===== src/rtl/bringup_driver.sv =====
// bringup_driver: programmable pin toggler that exercises a far-end activity sensor.
// Burst mode (mode 3 bursts, GAP state, burst/gap counters, done_o) is built only when
// BRINGUP_DRIVER_BURST_EN is defined; otherwise mode 3 toggles continuously like mode 2.
module bringup_driver #(
    parameter int DIV_BITS   = 16,
    parameter int COUNT_BITS = 8
) (
    input  logic                  clock,
    input  logic                  reset_n,
    input  logic [1:0]            mode_i,
    input  logic [DIV_BITS-1:0]   half_period_i,
    input  logic [COUNT_BITS-1:0] burst_len_i,
    input  logic [COUNT_BITS-1:0] gap_len_i,
    input  logic                  start_i,
    input  logic                  stop_i,
    output logic                  pin_o,
    output logic                  busy_o,
    output logic                  done_o
);
`ifdef BRINGUP_DRIVER_BURST_EN
    typedef enum logic [1:0] {IDLE, TOGGLE, GAP} state_t;
`else
    typedef enum logic [1:0] {IDLE, TOGGLE} state_t;
`endif
    state_t              state_q, state_d;
    logic                pin_q, pin_d, busy_q, busy_d, done_q, done_d;
    logic [DIV_BITS-1:0] div_q, div_d, h_q, h_d, h_eff;
    logic                tick, start_ok;
    assign start_ok = start_i && !stop_i && mode_i[1];
    assign h_eff    = (half_period_i == '0) ? DIV_BITS'(1) : half_period_i;
    assign tick     = (div_q == '0);
`ifdef BRINGUP_DRIVER_BURST_EN
    logic                  burst_q, burst_d, start_zero, burst_end, gap_end;
    logic [COUNT_BITS-1:0] blen_q, blen_d, glen_q, glen_d, tcnt_q, tcnt_d, gcnt_q, gcnt_d;
    assign start_zero = mode_i[0] && (burst_len_i == '0);
    assign burst_end  = burst_q && tick && pin_q && (tcnt_q + COUNT_BITS'(1) == blen_q);
    assign gap_end    = tick && (gcnt_q + COUNT_BITS'(1) == glen_q);
`else
    logic unused_burst;
    assign unused_burst = ^{burst_len_i, gap_len_i};
`endif

    // state and datapath registers, synchronous active-low reset clears everything
    always_ff @(posedge clock) begin
        if (!reset_n) begin
            state_q <= IDLE;
            pin_q   <= 1'b0;
            busy_q  <= 1'b0;
            done_q  <= 1'b0;
            div_q   <= '0;
            h_q     <= '0;
`ifdef BRINGUP_DRIVER_BURST_EN
            burst_q <= 1'b0;
            blen_q  <= '0;
            glen_q  <= '0;
            tcnt_q  <= '0;
            gcnt_q  <= '0;
`endif
        end else begin
            state_q <= state_d;
            pin_q   <= pin_d;
            busy_q  <= busy_d;
            done_q  <= done_d;
            div_q   <= div_d;
            h_q     <= h_d;
`ifdef BRINGUP_DRIVER_BURST_EN
            burst_q <= burst_d;
            blen_q  <= blen_d;
            glen_q  <= glen_d;
            tcnt_q  <= tcnt_d;
            gcnt_q  <= gcnt_d;
`endif
        end
    end

    // next state: zero-length burst/gap phases are skipped on the edge that would enter them; stop wins
    always_comb begin
`ifdef BRINGUP_DRIVER_BURST_EN
        case (state_q)
            IDLE:    state_d = !start_ok ? IDLE : !start_zero ? TOGGLE : (gap_len_i == '0) ? IDLE : GAP;
            TOGGLE:  state_d = !burst_end ? TOGGLE : (glen_q == '0) ? IDLE : GAP;
            GAP:     state_d = gap_end ? IDLE : GAP;
            default: state_d = IDLE;
        endcase
`else
        state_d = (state_q == IDLE && !start_ok) ? IDLE : TOGGLE;
`endif
        if (stop_i) state_d = IDLE;
    end

    // next outputs and counters; the last burst toggle is a falling one so pin is already low entering GAP
    always_comb begin
        busy_d = (state_d != IDLE);
        done_d = 1'b0;
        pin_d  = !stop_i && (state_q == TOGGLE) && (tick ^ pin_q);
        div_d  = tick ? h_q - DIV_BITS'(1) : div_q - DIV_BITS'(1);
        h_d    = h_q;
`ifdef BRINGUP_DRIVER_BURST_EN
        burst_d = burst_q;
        blen_d  = blen_q;
        glen_d  = glen_q;
        tcnt_d  = (state_q == TOGGLE && burst_q && tick && pin_q) ? tcnt_q + COUNT_BITS'(1) : tcnt_q;
        gcnt_d  = (state_q == GAP && tick) ? gcnt_q + COUNT_BITS'(1) : gcnt_q;
        done_d  = !stop_i && ((state_q == TOGGLE && burst_end && glen_q == '0) || (state_q == GAP && gap_end));
`endif
        if (state_q == IDLE) begin
            pin_d = (mode_i == 2'd1);
            div_d = start_ok ? h_eff - DIV_BITS'(1) : div_q;
            h_d   = start_ok ? h_eff : h_q;
`ifdef BRINGUP_DRIVER_BURST_EN
            burst_d = start_ok ? mode_i[0] : burst_q;
            blen_d  = start_ok ? burst_len_i : blen_q;
            glen_d  = start_ok ? gap_len_i : glen_q;
            tcnt_d  = start_ok ? '0 : tcnt_q;
            gcnt_d  = start_ok ? '0 : gcnt_q;
            done_d  = start_ok && start_zero && (gap_len_i == '0);
`endif
        end
    end

    assign pin_o  = pin_q;
    assign busy_o = busy_q;
    assign done_o = done_q;
endmodule


===== config.mk =====
export PLATFORM = sky130hd
export DESIGN_NAME = bringup_driver
export DESIGN_NICKNAME = d
export VERILOG_FILES = /design/src/rtl/bringup_driver.sv
export SDC_FILE = /design/constraint.sdc
export NUM_CORES = 1
export LEC_CHECK = 0
export BUFFER_PORTS_ARGS = -buffer_cell sky130_fd_sc_hd__buf_2
export CAP_MARGIN = 20
export CORE_MARGIN = 5
export CORE_UTILIZATION = 35
export DETAILED_ROUTE_END_ITERATION = 6
export SLEW_MARGIN = 20
export SYNTH_ARGS = -nofsm -noshare
export SYNTH_HDL_FRONTEND = slang
export SYNTH_SLANG_ARGS = --single-unit

===== constraint.sdc =====
create_clock -name clock -period 3 [get_ports clock]
set_input_delay 0.75 -clock clock [delete_from_list [all_inputs] [get_ports clock]]
set_output_delay 0.75 -clock clock [all_outputs]
set_load 0.01 [all_outputs]

==> summary.md <==
| Metric | Value |
|---|---|
| Finished Layout Cells | approximately 370 |
| Setup bufs post-CTS | 0 |
| Post-route ant nets | 0 |
| Worst reg2reg setup slack | 0.53 ns |
| Seq/Total Area, Yosys | 0.322 |
| #FFs+latches synth | 34 |
| Via count | 2,076 |
| Final hold vios | 0 |
| Crit share post-route | 0.860 |
| Post-DP HPWL | 4290 um |
| Synth unique cells | 53 |
| Largest net degree at the start of global routing | 34 |
| CP Max Fanout | 6 |
| RSZ-0062 raised after global routing | false |
| WS Path Type | input pin to flip-flop |
| Final-report max-slew violation count | 0 |
| Final worst path period need | 2.58 ns |
| Setup Viol. Count Final | 0 |
| Hold_sp | h_q[15]$_SDFFE_PN0P_ |
| Status | completed |
| Cell Count Post-Placement | 361 |
| CTS clk-pin slew, worst paths | 0.07 ns |
| CTS tree | yes |
| Cell area after synthesis | 2110 um2 |
| Starting DRT DRC Count | 123 |
| Port Buffers | 23 |
| Post-Syn Nets | approximately 310 |
| Worst hold path cell count | 2 |
| Routability cong. | 0.849 |
| CTS Buf Count | 5 |
| Initial Util | 0.359 |
| Warning count from the yosys run | 0 |
| Routed wire length | 5820 um |
| FMAX | 388 MHz |
| Maximum VDD drop | ~270 uV |
| Antenna diodes | 0 |
| CP Launch Type | input pin |
| Syn Area/Cell | 7.69 um2 |
| CP endpoint kind | flip-flop |
| Crit path max-delay family | compound AO/OA/AOI/OAI gates |
| Pre-antenna DRT Iters | 5 |
| Synth top area share | 0.322 |
| Max clock buf depth | 2 |
| I/O pins | 41 |
| RR Endpoint | div_q[14]$_SDFFE_PN0P_ |
| R2R depth | 10 |
| Routed len/inst | 15.8 um |
| Setup TNS | 0 ns |
| Max cap viols | 0 |
| Post-Syn Instances | between 200 and 300 |
| Worst skew pair latency | 0.28 ns |
| Placement-stage cell area | 2280 um2 |
| Hold Buf Count CTS | 0 |
| Reg2reg start | div_q[14]$_SDFFE_PN0P_ |
| Worst slew pin tran | about 0.78 ns |
| CTS Root Cell | clkbuf_8 |
| Post-synth EDFFs | 0 |
| GRT Total Usage | 0.166 |
| Crit path arrival time | 2.79 ns |
| Critical Path RT | 3.21 ns |
| Die height | around 88 um |
| Full die area | slightly below 8000 um2 |
| GR Overflow Total | 0 |
| Ordered list of cells on the worst path | buf_2, nor3_1, a31oi_1, mux2i_2, inv_2, ha_1, o211ai_4, nor3_1, a21o_1, a31oi_1 |
| Area Growth Syn to Fin | 12.1% |
| CTS resizes | 0 |
| Skew final | 0.00203 ns |
| Initial antenna violation count | 0 |
| Nets | 332 |
| # fillers | 641 |
| Final instance area | 2370 um2 |
| Top post-synthesis cells by area | dfxtp_1 32%, a21oi_1 8.5%, nand2_1 6.9% |
| CP max stage delay | 0.40 ns |
| Share of cells above drive strength 1 | 0.197 |
| Min-delay worst type | flip-flop to flip-flop |
| WHS | between 0.4 and 0.5 ns |
| Vias per cell | around 5.6 |
| Htree depth | 2 |
| CP max stage cell | nor3_1 |
| Async set-reset flop share out of synthesis | 0 |
| Power density over the cells | 467 nW/um2 |
| Slew Limit Headroom | 0.481 |
| Cell taking the most area after synthesis | dfxtp_1 |
| CP bufs+invs | 2 |
| Hold EP | h_q[15]$_SDFFE_PN0P_ |
| Chip width | 87.7 um |
| Main flop type after synthesis | dfxtp_1 |
| Cell Rows | 28 |
| DRC viols | 0 |
| Core Region | 5890 um2 |
| CTS sink cnt | 34 |
| Leakage | a little over 0.0008 uW |
| Vias in the first global route | about 2.1k |
| First-pass GRT wire length | 10,100 um |
[sequential cells by signal, indices dropped and copies added (netlist names)]
signal / cells
state_q: 1
div_q: 16
pin_o: 1
h_q: 16
[cell families after synthesis]
kind of cell | synth area share
simple gates | 0.260
compound gates | 0.322
flops | 0.322
buf+inv | 0.0533
xor+xnor | 0.0290
fa+ha+maj | 0.00592
other cells | 0.00177
mux | 0.00651
[cell usage in the layout (no fill, tap or decap), drive strengths merged, types with 2 or more instances in the layout]
cell type,n
nor2,38
xnor2,6
nor3,9
clkbuf,7
inv,3
nand4,4
o211ai,3
a31oi,9
a21o,4
o21a,2
nand3,4
nand2b,2
a211o,2
a31o,2
nand2,39
a311oi,2
o21ai,18
nor4,6
a41oi,8
a211oi,7
buf,30
a21oi,38
dfxtp,34
[layer usage]
| metal | vias up | share of wire | track usage |
|---|---|---|---|
| met5 | - | 0 | 0 |
| met3 | 10 | 0.056 | 0.0386 |
| met2 | 71 | 0.46 | 0.271 |
| met4 | 0 | 0.020 | 0.0628 |
| met1 | 961 | 0.46 | 0.214 |
| li1 | 1034 | - | - |
[Yosys cell counts (2+ instances only)]
library cell  instances
a311oi_1              2
a31oi_1               8
buf_4                 3
nor3_1                6
nor4_2                3
a21o_1                4
o211ai_1              2
a41oi_2               3
inv_2                 2
nand2b_1              2
nand2_1              39
clkbuf_1             10
a211o_1               2
nor3_2                2
a211oi_1              7
buf_6                 2
a21oi_1              36
a31o_1                2
nand3_1               4
nand4_1               4
dfxtp_1              34
nor4_1                3
xnor2_1               6
o21ai_0              17
a21oi_2               2
o21a_1                2
nor2_1               37
buf_2                 3
a41oi_1               4
[final cells by class]
class / count / area [um2] / area share
timing repair buffer: 30 / 168 / 0.0707
inverter: 3 / 11.3 / 0.00475
sequential: 34 / 681 / 0.287
clock buffer: 7 / 86.3 / 0.0364
multi-input combinational: 219 / 1330 / 0.559
tap: 75 / 93.8 / 0.0396
clock inverter: 1 / 5.00 / 0.00211
[where the power goes]
group / internal, uW / switching, uW / total (uW)
Sequential: 477 / 27.7 / 504
Clock: 185 / 168 / 353
Combinational: 91.1 / 158 / 249
Total: 753 / 353 / 1110
[how the worst max path moves through the flow]
stage	startpoint	depth (start not counted)	endpoint	slack (ns)
after floorplan	state_q[0]$_SDFF_PP0_	11	div_q[10]$_SDFFE_PN0P_	0.51
after global placement	half_period_i[8]	11	div_q[14]$_SDFFE_PN0P_	0.19
after detailed placement	half_period_i[9]	10	div_q[14]$_SDFFE_PN0P_	0.16
after CTS	half_period_i[9]	10	div_q[14]$_SDFFE_PN0P_	0.46
after global routing	state_q[0]$_SDFF_PP0_	7	div_q[15]$_SDFFE_PN0P_	0.23
final	half_period_i[9]	10	div_q[14]$_SDFFE_PN0P_	0.42
[stage by stage]
| step | worst slack [ns] | util | power (uW) |
|---|---|---|---|
| 6_report | 0.421 | 0.403 | 1110 |
| 3_3_place_gp | 0.191 | 0.387 | 759 |
| 3_5_place_dp | 0.156 | 0.387 | 762 |
| 5_1_grt | 0.229 | 0.403 | 1180 |
| 2_1_floorplan | 0.512 | - | 694 |
| 4_1_cts | 0.461 | 0.403 | 1120 |
[worst register-to-register path, stage by stage, from the launching register on]
cell and delay, ns:
dfxtp_1 0.34, nor4_1 0.33, and4b_1 0.29, a41oi_2 0.13, mux2i_2 0.32, inv_2 0.10, ha_1 0.25, o211ai_4 0.16
nor3_1 0.14, a21o_1 0.18, a31oi_1 0.15
Power figures use the tool's default switching activity.
